<file path="src/rtl/seq_framer_pkg.sv">
`default_nettype none
// ============================================================================
// Module      : seq_framer_pkg
// Description : Shared types for the sequence framer: scalar/byte aliases and
//               the framer FSM state encoding.
// Revision    : 1.0 - initial release
// ============================================================================
package seq_framer_pkg;

  typedef logic       ulogic1;
  typedef logic [7:0] ulogic8;

  typedef enum logic [2:0] {
    FILL      = 3'd0,
    DISCARD   = 3'd1,
    DRAIN     = 3'd2,
    WAIT_DONE = 3'd3,
    GAP       = 3'd4
  } framer_state_t;

endpackage
`default_nettype wire

</file>
<file path="src/rtl/seq_framer_if.sv">
`default_nettype none
// ============================================================================
// Module      : seq_framer_if
// Description : Bundles the producer handshake, the burst output toward the
//               tracker, the tracker's done pulse and the status outputs.
//               master = environment side, slave = framer side.
//   in_valid/in_data/in_last/in_ready : valid/ready byte stream from producer
//   start/inputA                      : replayed burst, one byte per cycle
//   done                              : completion pulse from the tracker
//   seq_len/overflow                  : status of the last captured sequence
// Revision    : 1.0 - initial release
// ============================================================================
interface seq_framer_if #(
  parameter int DEPTH = 16
) ();
  import seq_framer_pkg::*;

  ulogic1                 in_valid;
  ulogic1                 in_ready;
  ulogic8                 in_data;
  ulogic1                 in_last;
  ulogic1                 start;
  ulogic8                 inputA;
  ulogic1                 done;
  logic [$clog2(DEPTH):0] seq_len;
  ulogic1                 overflow;

  modport master (
    output in_valid, in_data, in_last, done,
    input  in_ready, start, inputA, seq_len, overflow
  );

  modport slave (
    input  in_valid, in_data, in_last, done,
    output in_ready, start, inputA, seq_len, overflow
  );

endinterface
`default_nettype wire

</file>
<file path="src/rtl/seq_buffer.sv">
`default_nettype none
// ============================================================================
// Module      : seq_buffer
// Description : DEPTH x 8 register file, one synchronous write port and one
//               registered read port. Storage is not reset; only the read
//               register is, because it drives the burst byte directly.
//   clk, rst_n          : clock, asynchronous active-low reset (read reg only)
//   i_wr_en/addr/data   : synchronous write port
//   i_rd_en/i_rd_addr   : load read register from storage
//   i_rd_clr            : force read register to zero (has priority)
//   o_rd_data           : registered read data
// Revision    : 1.0 - initial release
// ============================================================================
module seq_buffer
  import seq_framer_pkg::*;
#(
  parameter int DEPTH = 16
) (
  input  wire logic                     clk,
  input  wire logic                     rst_n,
  input  wire ulogic1                   i_wr_en,
  input  wire logic [$clog2(DEPTH)-1:0] i_wr_addr,
  input  wire ulogic8                   i_wr_data,
  input  wire ulogic1                   i_rd_en,
  input  wire ulogic1                   i_rd_clr,
  input  wire logic [$clog2(DEPTH)-1:0] i_rd_addr,
  output wire ulogic8                   o_rd_data
);

  ulogic8 r_mem [DEPTH];
  ulogic8 r_rd_data;

  always_ff @(posedge clk) begin
    if (i_wr_en) begin
      r_mem[i_wr_addr] <= i_wr_data;
    end
  end

  always_ff @(posedge clk or negedge rst_n) begin
    if (!rst_n) begin
      r_rd_data <= 8'h00;
    end else if (i_rd_clr) begin
      r_rd_data <= 8'h00;
    end else if (i_rd_en) begin
      r_rd_data <= r_mem[i_rd_addr];
    end
  end

  assign o_rd_data = r_rd_data;

endmodule
`default_nettype wire

</file>
<file path="src/rtl/seq_framer.sv">
`default_nettype none
// ============================================================================
// Module      : seq_framer
// Description : Captures one byte sequence from a valid/ready producer,
//               replays it as a gap-free start/inputA burst, then waits for
//               the tracker's done pulse plus GAP_CYCLES idle cycles before
//               accepting the next sequence. Sequences longer than DEPTH are
//               truncated and flag a sticky overflow.
//   clk     : clock
//   reset_n : asynchronous active-low reset
//   bus     : seq_framer_if.slave (in_valid/in_ready/in_data/in_last,
//             start/inputA, done, seq_len, overflow)
// Revision    : 1.0 - initial release
// ============================================================================
module seq_framer
  import seq_framer_pkg::*;
#(
  parameter int DEPTH      = 16,
  parameter int GAP_CYCLES = 2
) (
  input wire logic    clk,
  input wire logic    reset_n,
  seq_framer_if.slave bus
);

  localparam int c_PTR_W = $clog2(DEPTH);
  localparam int c_GAP_W = (GAP_CYCLES > 1) ? $clog2(GAP_CYCLES) : 1;

  localparam logic [c_PTR_W-1:0] c_PTR_ONE  = 1;
  localparam logic [c_PTR_W-1:0] c_PTR_LAST = DEPTH - 1;
  localparam logic [c_PTR_W:0]   c_LEN_ONE  = 1;
  localparam logic [c_PTR_W:0]   c_LEN_FULL = DEPTH;
  localparam logic [c_GAP_W-1:0] c_GAP_ONE  = 1;
  localparam logic [c_GAP_W-1:0] c_GAP_LAST = GAP_CYCLES - 1;

  framer_state_t      r_state;
  logic [c_PTR_W-1:0] r_wr_ptr;
  logic [c_PTR_W-1:0] r_rd_ptr;
  logic [c_GAP_W-1:0] r_gap_cnt;
  logic [c_PTR_W:0]   r_seq_len;
  ulogic1             r_in_ready;
  ulogic1             r_start;
  ulogic1             r_overflow;
  ulogic1             r_drain_end;   // last byte already issued this burst

  ulogic1 w_beat;
  ulogic1 w_wr_en;
  ulogic1 w_rd_en;
  ulogic1 w_rd_clr;
  ulogic8 w_rd_data;

  assign w_beat   = bus.in_valid & r_in_ready;
  assign w_wr_en  = w_beat & (r_state == FILL);
  // The buffer's read register is the inputA register: loading it issues a
  // byte, clearing it ends the burst in the same edge that drops start.
  assign w_rd_en  = (r_state == DRAIN) & ~r_drain_end;
  assign w_rd_clr = (r_state == DRAIN) &  r_drain_end;

  seq_buffer #(
    .DEPTH (DEPTH)
  ) u_buffer (
    .clk       (clk),
    .rst_n     (reset_n),
    .i_wr_en   (w_wr_en),
    .i_wr_addr (r_wr_ptr),
    .i_wr_data (bus.in_data),
    .i_rd_en   (w_rd_en),
    .i_rd_clr  (w_rd_clr),
    .i_rd_addr (r_rd_ptr),
    .o_rd_data (w_rd_data)
  );

  always_ff @(posedge clk or negedge reset_n) begin
    if (!reset_n) begin
      r_state     <= FILL;
      r_wr_ptr    <= '0;
      r_rd_ptr    <= '0;
      r_gap_cnt   <= '0;
      r_seq_len   <= '0;
      r_in_ready  <= 1'b0;
      r_start     <= 1'b0;
      r_overflow  <= 1'b0;
      r_drain_end <= 1'b0;
    end else begin
      case (r_state)
        FILL: begin
          r_in_ready <= 1'b1;
          if (w_beat) begin
            r_wr_ptr <= r_wr_ptr + c_PTR_ONE;
            if (bus.in_last) begin
              r_seq_len  <= {1'b0, r_wr_ptr} + c_LEN_ONE;
              r_state    <= DRAIN;
              r_in_ready <= 1'b0;
            end else if (r_wr_ptr == c_PTR_LAST) begin
              // Buffer full without a last byte: keep the first DEPTH bytes
              // and swallow the rest of the sequence.
              r_overflow <= 1'b1;
              r_seq_len  <= c_LEN_FULL;
              r_state    <= DISCARD;
            end
          end
        end
        DISCARD: begin
          if (w_beat && bus.in_last) begin
            r_state    <= DRAIN;
            r_in_ready <= 1'b0;
          end
        end
        DRAIN: begin
          r_in_ready <= 1'b0;
          if (!r_drain_end) begin
            r_start  <= 1'b1;
            r_rd_ptr <= r_rd_ptr + c_PTR_ONE;
            if ({1'b0, r_rd_ptr} == (r_seq_len - c_LEN_ONE)) begin
              r_drain_end <= 1'b1;
            end
          end else begin
            r_start     <= 1'b0;
            r_drain_end <= 1'b0;
            r_state     <= WAIT_DONE;
          end
        end
        WAIT_DONE: begin
          if (bus.done) begin
            r_gap_cnt <= '0;
            r_state   <= GAP;
          end
        end
        GAP: begin
          if (r_gap_cnt == c_GAP_LAST) begin
            r_wr_ptr   <= '0;
            r_rd_ptr   <= '0;
            r_in_ready <= 1'b1;
            r_state    <= FILL;
          end else begin
            r_gap_cnt <= r_gap_cnt + c_GAP_ONE;
          end
        end
        default: begin
          r_state <= FILL;
        end
      endcase
    end
  end

  assign bus.in_ready = r_in_ready;
  assign bus.start    = r_start;
  assign bus.inputA   = w_rd_data;
  assign bus.seq_len  = r_seq_len;
  assign bus.overflow = r_overflow;

endmodule
`default_nettype wire

</file>
<file path="src/flat_wrapper.sv">
// flat-port wrapper written by rule: the top's interface ports become plain ports
module seq_framer_flat import seq_framer_pkg::*;
#(
  parameter int DEPTH      = 16,
  parameter int GAP_CYCLES = 2
)
  (clk, reset_n, bus_in_valid, bus_in_data, bus_in_last, bus_done, bus_in_ready, bus_start, bus_inputA, bus_seq_len, bus_overflow);
  seq_framer_if #(.DEPTH(DEPTH)) bus_i ();
  input wire logic clk;
  input wire logic reset_n;
  input wire logic [$bits(bus_i.in_valid)-1:0] bus_in_valid;
  input wire logic [$bits(bus_i.in_data)-1:0] bus_in_data;
  input wire logic [$bits(bus_i.in_last)-1:0] bus_in_last;
  input wire logic [$bits(bus_i.done)-1:0] bus_done;
  output wire logic [$bits(bus_i.in_ready)-1:0] bus_in_ready;
  output wire logic [$bits(bus_i.start)-1:0] bus_start;
  output wire logic [$bits(bus_i.inputA)-1:0] bus_inputA;
  output wire logic [$bits(bus_i.seq_len)-1:0] bus_seq_len;
  output wire logic [$bits(bus_i.overflow)-1:0] bus_overflow;
  assign bus_i.in_valid = bus_in_valid;
  assign bus_i.in_data = bus_in_data;
  assign bus_i.in_last = bus_in_last;
  assign bus_i.done = bus_done;
  assign bus_in_ready = bus_i.in_ready;
  assign bus_start = bus_i.start;
  assign bus_inputA = bus_i.inputA;
  assign bus_seq_len = bus_i.seq_len;
  assign bus_overflow = bus_i.overflow;
  seq_framer #(.DEPTH(DEPTH), .GAP_CYCLES(GAP_CYCLES)) u_core (.clk(clk), .reset_n(reset_n), .bus(bus_i));
endmodule
</file>
<file path="config.mk">
export PLATFORM = sky130hd
export DESIGN_NAME = seq_framer_flat
export DESIGN_NICKNAME = d
export VERILOG_FILES = /design/src/rtl/seq_framer_pkg.sv /design/src/rtl/seq_framer_if.sv /design/src/rtl/seq_buffer.sv /design/src/rtl/seq_framer.sv /design/src/flat_wrapper.sv
export SDC_FILE = /design/constraint.sdc
export NUM_CORES = 1
export LEC_CHECK = 0
export CAP_MARGIN = 40
export CORE_UTILIZATION = 60
export CTS_CLUSTER_DIAMETER = 60
export CTS_CLUSTER_SIZE = 30
export DETAILED_ROUTE_END_ITERATION = 8
export DONT_BUFFER_PORTS = 1
export HOLD_SLACK_MARGIN = 0.02
export PLACE_DENSITY = 0.76
export SLEW_MARGIN = 25
export SYNTH_ARGS = -nofsm -noshare
export SYNTH_HDL_FRONTEND = slang
export SYNTH_HIERARCHICAL = 1
export SYNTH_SLANG_ARGS = --single-unit
</file>
<file path="constraint.sdc">
create_clock -name clk -period 4.5 [get_ports clk]
set_input_delay 0.9 -clock clk [delete_from_list [all_inputs] [get_ports clk]]
set_output_delay 0.9 -clock clk [all_outputs]
set_load 0.01 [all_outputs]
</file>
### Yosys cells after proc, flatten, opt, wreduce, memory -nomap -nowiden

Memories as Yosys holds them, arrays and structs flattened.
Cells that the tools add are included.

* mux-type cells: 30
* equal/unequal tests: 13
* bitwise gates (word level): 6
* reductions and logical operators: 15
* $add $sub $neg: 5

Operators with widths (number)
* 2-to-1 mux 3 bit: 7
* 2-to-1 mux 8 bit: 2
* one-hot mux 4 bit (2 select lines): 2
* one-hot mux 3 bit (5 select lines): 1
* 2-to-1 mux 4 bit: 3
* AND reduction 3 bit: 4
* 2-to-1 mux 1 bit: 11
* 2-to-1 mux 5 bit: 2
* nonzero test 2 bit: 5
* adder 4 x 1 -> 4 bit, second input constant: 2
* != test 2 x 1 -> 1 bit, second input constant: 4
* == test 3 x 2 -> 1 bit, second input constant: 2
* AND reduction 6 bit: 1
* adder 4 x 1 -> 5 bit, second input constant: 1
* == test 4 x 5 -> 1 bit: 1
* subtractor 5 x 1 -> 5 bit, second input constant: 1
* bitwise AND 1 bit: 4
* == test 4 bit, second input constant: 1
* != test 2 bit, second input constant: 2
* one-hot mux 1 bit (4 select lines): 1
* AND reduction 4 bit: 1
* nonzero test 4 bit: 1
* == test 3 x 1 -> 1 bit, second input constant: 1
* == test 3 bit, second input constant: 1
* other kinds (7): 8

* word-level logic and storage cells: 80
* bits in writable memories: 128
* memories kept: 1
* output and inout port bits: 16
* register bits: 29
* input bits: 13

Memory list
* u_core.u_buffer.r_mem: words 16, width 8, read ports 1, clocked after memory_dff 0, wr ports 1, line seq_buffer.sv:30 `ulogic8 r_mem [DEPTH];`

### Longest topological paths before layout

Gate-level depths: netlist of the first run.

* depth after elaboration: 5
* gate-level depth with buffers: 7
* mapped depth without buffers: 6

### Modules after synthesis

The synthesis of the first run kept the hierarchy.

Modules (own cells, without submodules)
* seq_buffer: sequential area each 4043.9 sq um, cells an instance 317, area each 5398.9 sq um, times used 1
* seq_framer: sequential area each 525.5 sq um, cells an instance 107, area each 1096.1 sq um, times used 1

### Least setup slack after synthesis of the first run

No wires, ideal clock.

* path type: input to register
* start: input port bus_in_valid
* end: memory u_core/u_buffer/r_mem[0][0] (netlist name), enable pin
* slack: 1671 ps
* stages: 5
* data required time: 4117 ps
* data arrival time: 2446 ps
* buffers on the path: 0
* setup time: 383 ps
* cell sequence: and3b_1 -> nand2_1 -> clkinv_1 -> or3b_2 -> nor3_1

* longest elaborated chain between the ends: 4

Ends and longest elaborated chain
* start, declared: line flat_wrapper.sv:11 `input wire logic [$bits(bus_i.in_valid)-1:0] bus_in_valid;`
* bitwise AND 1 bit: line seq_framer.sv:52 `assign w_beat = bus.in_valid & r_in_ready;`
* bitwise AND 1 bit: line seq_framer.sv:53 `assign w_wr_en = w_beat & (r_state == FILL);`
* net u_core.w_wr_en: line seq_framer.sv:47 `ulogic1 w_wr_en;`
* 2-to-1 mux 1 bit: line seq_buffer.sv:34 `if (i_wr_en) begin`
* 2-to-1 mux 1 bit (not written as such): line seq_buffer.sv:35 `r_mem[i_wr_addr] <= i_wr_data;`
* end, declared: line seq_buffer.sv:30

The timed path passes the listed nets, and every way through them passes these cells.

### Final worst setup path of the first run

* start: register u_core.r_state[1]
* end: memory u_core/u_buffer/r_mem[2][2] (netlist name), enable pin

* longest elaborated chain between the ends: 4

Ends and longest elaborated chain
* start, declared: line seq_framer.sv:36 `framer_state_t r_state;`
* start signal, assigned: line seq_framer.sv:75 `r_state <= FILL;`
* start signal, assigned: line seq_framer.sv:92 `r_state <= DRAIN;`
* start signal, assigned: line seq_framer.sv:99 `r_state <= DISCARD;`
* zero test 3 bit: line seq_framer.sv:53
* bitwise AND 1 bit: line seq_framer.sv:53
* net u_core.w_wr_en: line seq_framer.sv:47
* 2-to-1 mux 1 bit: line seq_buffer.sv:34
* 2-to-1 mux 1 bit (not written as such): line seq_buffer.sv:35

The timed path passes the listed nets, and every way through them passes these cells.

==> results of run 1 <==
-- metrics by stage --
step                      hold slack (ps)  instance area (sq um)  util (%)
after global routing                 39.7                   7130      68.4
after floorplan                       500                   6490         -
after detailed placement              535                   6530      62.7
after global placement                530                   6490      62.3
after CTS                            42.2                   7120      68.4
final                                68.9                   7130      68.4
-- cell families (layout without fill, tap and decap cells) --
kind of cell	Yosys count	after routing
xor+xnor	9	9
buf+inv	22	41
flops	157	157
mux	66	66
compound gates	47	47
fa+ha+maj	3	3
simple gates	120	120
-- layer usage --
layer	part of all wire [%]	wire length [um]	global-route usage, %	vias to the layer above
met5	0	0	0	-
met4	2.0	265	9.72	0
met3	8.1	1070	6.62	19
met2	48	6260	39.2	173
met1	42	5520	35.0	1773
li1	-	-	-	1636
-- cell usage after synthesis, types with 3 or more instances --
| cell | count |
|---|---|
| buf_2 | 5 |
| a21oi_1 | 5 |
| nor2_1 | 21 |
| edfxtp_1 | 128 |
| buf_6 | 6 |
| ha_1 | 3 |
| nand2_1 | 41 |
| inv_1 | 3 |
| o21ai_0 | 3 |
| dfrtp_1 | 29 |
| nand4_1 | 10 |
| nand3b_1 | 4 |
| nand3_1 | 21 |
| nor3_1 | 7 |
| a22oi_1 | 24 |
| xor2_1 | 7 |
| o2bb2ai_1 | 3 |
| mux2i_1 | 65 |
-- critical path, stage by stage (launching register included) --
cell and delay (ps):
dfrtp_1 490, and3b_1 350, nand2_1 110, clkinv_1 260, or3b_2 540, nor2_1 510
-- worst paths after layout --
| path | depth (start not counted) | endpoint | slack, ps |
|---|---|---|---|
| hold / removal | 0 | u_core/r_drain_end | 70 |
| setup / recovery | 5 | u_core/u_buffer/r_mem[2][2] | 1870 |
| min in group clk | 0 | u_core/u_buffer/r_mem[8][1] | 470 |
| setup reg to reg | 5 | u_core/u_buffer/r_mem[2][2] | 1870 |
| hold reg to reg | 2 | u_core/u_buffer/o_rd_data[2] | 550 |
| max in group asynchronous | 0 | u_core/r_rd_ptr[0] | 4350 |
-- registers in the layout, summed over array words and instances (netlist names) --
register,flops
u_core/u_buffer/r_mem,128
u_core/bus.in_ready,1
u_core/u_buffer/o_rd_data,8
u_core/r_state,3
u_core/r_rd_ptr,4
u_core/bus.overflow,1
u_core/r_gap_cnt,1
u_core/r_wr_ptr,4
u_core/bus.start,1
u_core/r_drain_end,1
u_core/bus.seq_len,5
-- final cells by class --
class | count | area (sq um)
well taps | 136 | 170
inverters | 4 | 15.0
clock inverters | 8 | 76.3
fillers | 691 | 3290
clock buffers | 24 | 513
flip-flops and latches | 157 | 4570
repair buffers | 5 | 42.5
multi-input cells | 245 | 1740
-- where the power goes --
part           switching [W]  total, W  internal, W  leakage (nW)
sequential          0.000293   0.00200      0.00171          1.52
combinational       0.000606   0.00108     0.000476         0.795
clock               0.000532   0.00138     0.000844         0.295
==> flow_metrics.env, run 1 <==
export IMPL_critical_path_class="reg -> reg"
export IMPL_clkTransAtPathRegs_ps=60
export IMPL_timing_rr_start="u_core/r_state[1]"
export IMPL_drt_iter0_drc=343
export IMPL_ys_seq_area_share_pct=70.4
export IMPL_synthSimpleGateAreaFrac_pct=9.36
export IMPL_vias=3601
export IMPL_synthFlopType="edfxtp_1"
export IMPL_cts_resized=0
export IMPL_num_rows=37
export IMPL_syn_inst=424
export IMPL_cts_sinks=157
export IMPL_dp_cells=547
export IMPL_gp_congestion=0.812
export IMPL_finalHoldViolations=0
export IMPL_grt_pass1_wl_um=20300
export IMPL_ant_nets=0
export IMPL_synth_compound_area_share_pct=5.28
export IMPL_synth_seq_cells=157
export IMPL_numCtsBuffers=17
export IMPL_num_antenna_cells=0
export IMPL_layout_drive_gt1_share_pct=10.4
export IMPL_drcViolationCount=0
export IMPL_p_per_area_nw_per_um2=626
export IMPL_syn_to_final_growth_pct=9.73
export IMPL_clock_skew_ps=10.1
export IMPL_setup_viol=0
export IMPL_clk_path_buf_depth=2
export IMPL_synth_top_cell_area_share_pct=59.2
export IMPL_hpwl_um=8580
export IMPL_worstSkewPairLatency_ps=520
export IMPL_htreeDepth=4
export IMPL_grt_pass1_vias=3591
export IMPL_routed_via_density=6.22
export IMPL_critPathCaptureType="flop"
export IMPL_netlist_area_sq_um=6490
export IMPL_post_place_ws_ps=1330
export IMPL_die_y_um=106
export IMPL_period_share_pct=58.3
export IMPL_vdd_drop_max_uv=377
export IMPL_worst_slew_pin_slew_ps=765
export IMPL_antenna_found_initial=0
export IMPL_synth_area_per_cell_sq_um=15.3
export IMPL_start_util_pct=62.4
export IMPL_yosys_top_cells_area="edfxtp_1 (59%), dfrtp_1 (11%), mux2i_1 (10%), a22oi_1 (2.8%), nand2_1 (2.4%)"
export IMPL_wire_per_inst_um=22.6
export IMPL_synth_xor_area_share_pct=1.21
export IMPL_ys_warnings_count=6
export IMPL_core_area_sq_um=10400
export IMPL_hold_buffers=0
export IMPL_start_kind="flop"
export IMPL_worst_slack_ps=1870
export IMPL_worstPathRequired_ps=4650
export IMPL_maxCapViolations=0
export IMPL_dieWidth_um=106
export IMPL_max_slew_margin_pct=48.8
export IMPL_drtPass1Iterations=5
export IMPL_power_w=0.00446
export IMPL_post_cts_buffers=0
export IMPL_hold_path_class="in -> async"
export IMPL_nNetsFinal=446
export IMPL_cts_tree="yes"
export IMPL_drv_slew=0
export IMPL_crit_arrival_ps=2780
export IMPL_die_area_sq_um=11200
export IMPL_yosys_area_top_type="edfxtp_1"
export IMPL_syn_nets=440
export IMPL_layout_cells_non_filler=579
export IMPL_p_leak_nw=2.61
export IMPL_rsz0062_at_grt="no"
export IMPL_crit_start="u_core/r_state[1]"
export IMPL_final_cell_mix="edfxtp_1 (128), mux2i_1 (65), nand2_1 (41)"
export IMPL_ys_types=48
export IMPL_synth_fa_ha_area_share_pct=0.578
export IMPL_totalWireLength_um=13100
export IMPL_grt_start_max_net_pins=38
export IMPL_synth_edff_count=128
export IMPL_synth_top_family_by_area="multiplexers"
export IMPL_synth_mux_area_share_pct=10.2
export IMPL_finalSetupTns_ps=0
export IMPL_grt_usage_pct=25.4
export IMPL_synthArstFlopShare_pct=18.5
export IMPL_period_minus_slack_ps=2630
export IMPL_max_freq_mhz=381
export IMPL_worstPathMaxFanout=12
export IMPL_final_common_cell="edfxtp_1"
export IMPL_clockRootBuffer="clkbuf_8"
export IMPL_ioPinCount=29
export IMPL_io_buffer_count=0
export IMPL_outcome="completed"
export IMPL_grt_ovfl_total=0
No activity file was read; power rests on OpenSTA's default activity.
==> inputs of run 2 (changes only) <==
Settings changed: CORE_UTILIZATION 60 to 57, PLACE_DENSITY 0.76 to 0.75.
Clock period 4.5 ns to 2.3 ns, I/O delays scaled along.
==> run 2 against run 1 <==
Power rose by 100%. Critical path depth up 1. Flip-flop and latch count did not move. Final cell count grew 5.4%. Routed wire length up 4.0%. First-iteration DRC count increased by 20%. Worst hold slack better by 69 ps.
==> flow_metrics.env, run 2 (synthesis results as in run 1) <==
export IMPL_intPower_w=0.00630
export IMPL_clock_skew_ps=10.9
export IMPL_power_share_sequential_pct=41.1
export IMPL_outcome="completed"
export IMPL_start_util_pct=59.1
export IMPL_p_per_area_nw_per_um2=1230
export IMPL_num_antenna_cells=0
export IMPL_io_buffer_count=0
export IMPL_combPwrFrac_pct=27.1
export IMPL_vdd_drop_max_uv=1010
export IMPL_pwr_share_clk_pct=31.8
export IMPL_crit_slowest_cell="or3b_2"
export IMPL_ioPinCount=29
export IMPL_r2r_cells=6
export IMPL_crit_family="simple AND/OR/NAND/NOR gates"
export IMPL_grt_pass1_vias=3796
export IMPL_drcViolationCount=0
export IMPL_grt_start_max_net_pins=33
export IMPL_p_leak_nw=2.77
export IMPL_grt_pass1_wl_um=20800
export IMPL_hold_path_class="in -> reg"
export IMPL_worst_slack_ps=259
export IMPL_totalWireLength_um=13600
export IMPL_num_rows=38
export IMPL_numCtsBuffers=17
export IMPL_swShare_pct=31.0
export IMPL_drv_slew=0
export IMPL_largest_reg_flops=128
export IMPL_max_slew_margin_pct=54.2
export IMPL_critPathBufInv=2
export IMPL_p_sw_w=0.00283
export IMPL_post_place_ws_ps=265
export IMPL_clk_path_buf_depth=2
export IMPL_cts_sinks=157
export IMPL_routed_via_density=6.10
export IMPL_layout_drive_gt1_share_pct=14.5
export IMPL_worstSkewPairLatency_ps=420
export IMPL_worst_slew_pin_slew_ps=684
export IMPL_finalHoldViolations=0
export IMPL_rrSetupSlack_ps=260
export IMPL_syn_to_final_growth_pct=14.0
export IMPL_grt_ovfl_total=0
export IMPL_timing_rr_start="u_core/bus.in_ready"
export IMPL_gp_congestion=0.892
export IMPL_critical_path_class="reg -> reg"
export IMPL_antenna_found_initial=0
export IMPL_core_area_sq_um=11000
export IMPL_setup_viol=0
export IMPL_max_freq_mhz=490
export IMPL_grt_usage_pct=25.2
export IMPL_clockRootBuffer="clkbuf_16"
export IMPL_grtUsageMet2_pct=38.9
export IMPL_rsz0062_at_grt="no"
export IMPL_ant_nets=0
export IMPL_grt_most_used_layer="met2"
export IMPL_period_share_pct=88.8
export IMPL_final_common_cell="edfxtp_1"
export IMPL_drt_iter0_drc=411
export IMPL_start_kind="flop"
export IMPL_use_met3_pct=6.99
export IMPL_path_cells="and3b_1 > nand2_1 > clkinv_1 > or3b_2 > nor2_1 > buf_4"
export IMPL_clkTransAtPathRegs_ps=60
export IMPL_cts_tree="yes"
export IMPL_met1_usage_pct=34.9
export IMPL_final_cell_mix="edfxtp_1 (128), mux2i_1 (65), nand2_1 (41)"
export IMPL_cpPeakStageDelay_ps=510
export IMPL_crit_start="u_core/bus.in_ready"
export IMPL_htreeDepth=4
export IMPL_die_area_sq_um=11800
export IMPL_drtPass1Iterations=5
export IMPL_reg2reg_to="u_core/u_buffer/r_mem[1][6]"
export IMPL_critPathCaptureType="flop"
export IMPL_nNetsFinal=473
export IMPL_dieWidth_um=109
export IMPL_top_register="u_core/u_buffer/r_mem"
export IMPL_finalSetupTns_ps=0
export IMPL_hpwl_um=8780
export IMPL_die_y_um=109
export IMPL_crit_path_end="u_core/u_buffer/r_mem[1][6]"
export IMPL_period_minus_slack_ps=2040
export IMPL_wire_per_inst_um=22.4
export IMPL_worstPathRequired_ps=2420
export IMPL_worstPathMaxFanout=7
export IMPL_final_core_util_pct=67.4
export IMPL_maxCapViolations=0
export IMPL_crit_arrival_ps=2170
export IMPL_post_cts_buffers=0
export IMPL_worst_path_stages=6
export IMPL_vias=3720
[run 2: stage by stage]
stage	hold slack [ps]	power, W	area, sq um	cells
after CTS	121	0.00912	7400	610
final	138	0.00913	7400	610
after global placement	165	0.00610	6750	576
after floorplan	164	0.00563	6500	424
after global routing	115	0.00949	7400	610
after detailed placement	165	0.00620	6750	576
[run 2: timing repair]
item / 4_1_cts / 5_1_grt
hold buffers: 2 / 0
hold endpoints to repair: 29 / 0
gates resized for setup: 0 / 0
[run 2: layout make-up]
| type | count | area (sq um) |
|---|---|---|
| Sequential cell | 157 | 4570 |
| Fill cell | 713 | 3580 |
| Multi-Input combinational cell | 245 | 1730 |
| Clock buffer | 26 | 520 |
| Timing Repair Buffer | 32 | 280 |
| Tap cell | 140 | 175 |
| Clock inverter | 6 | 104 |
| Inverter | 4 | 15.0 |
[run 2: worst min path at each step]
stage	from	end	slack, ps	depth (start not counted)
CTS	bus_in_data[0]	u_core/u_buffer/r_mem[1][0]	120	0
global route	bus_in_data[5]	u_core/u_buffer/r_mem[10][5]	110	0
detailed placement	reset_n	u_core/r_rd_ptr[1]	160	0
floorplan	reset_n	u_core/bus.in_ready	160	0
global placement	reset_n	u_core/r_rd_ptr[0]	170	0
finish	bus_in_data[0]	u_core/u_buffer/r_mem[1][0]	140	0
[run 2: power groups by stage]
stage | Combinational [W] | Sequential (W) | Clock (W)
final | 0.00247 | 0.00375 | 0.00291
after global routing | 0.00264 | 0.00379 | 0.00305
after CTS | 0.00244 | 0.00375 | 0.00294
after detailed placement | 0.00240 | 0.00380 | 0
after global placement | 0.00232 | 0.00379 | 0
after floorplan | 0.00197 | 0.00367 | 0
[run 2: per-layer routing]
metal / wire [um] / share of wire (%) / vias to the layer above
met5: 0 / 0 / -
met4: 148 / 1.1 / 0
met3: 838 / 6.1 / 13
met1: 5970 / 44 / 1879
met2: 6680 / 49 / 142
li1: - / - / 1686
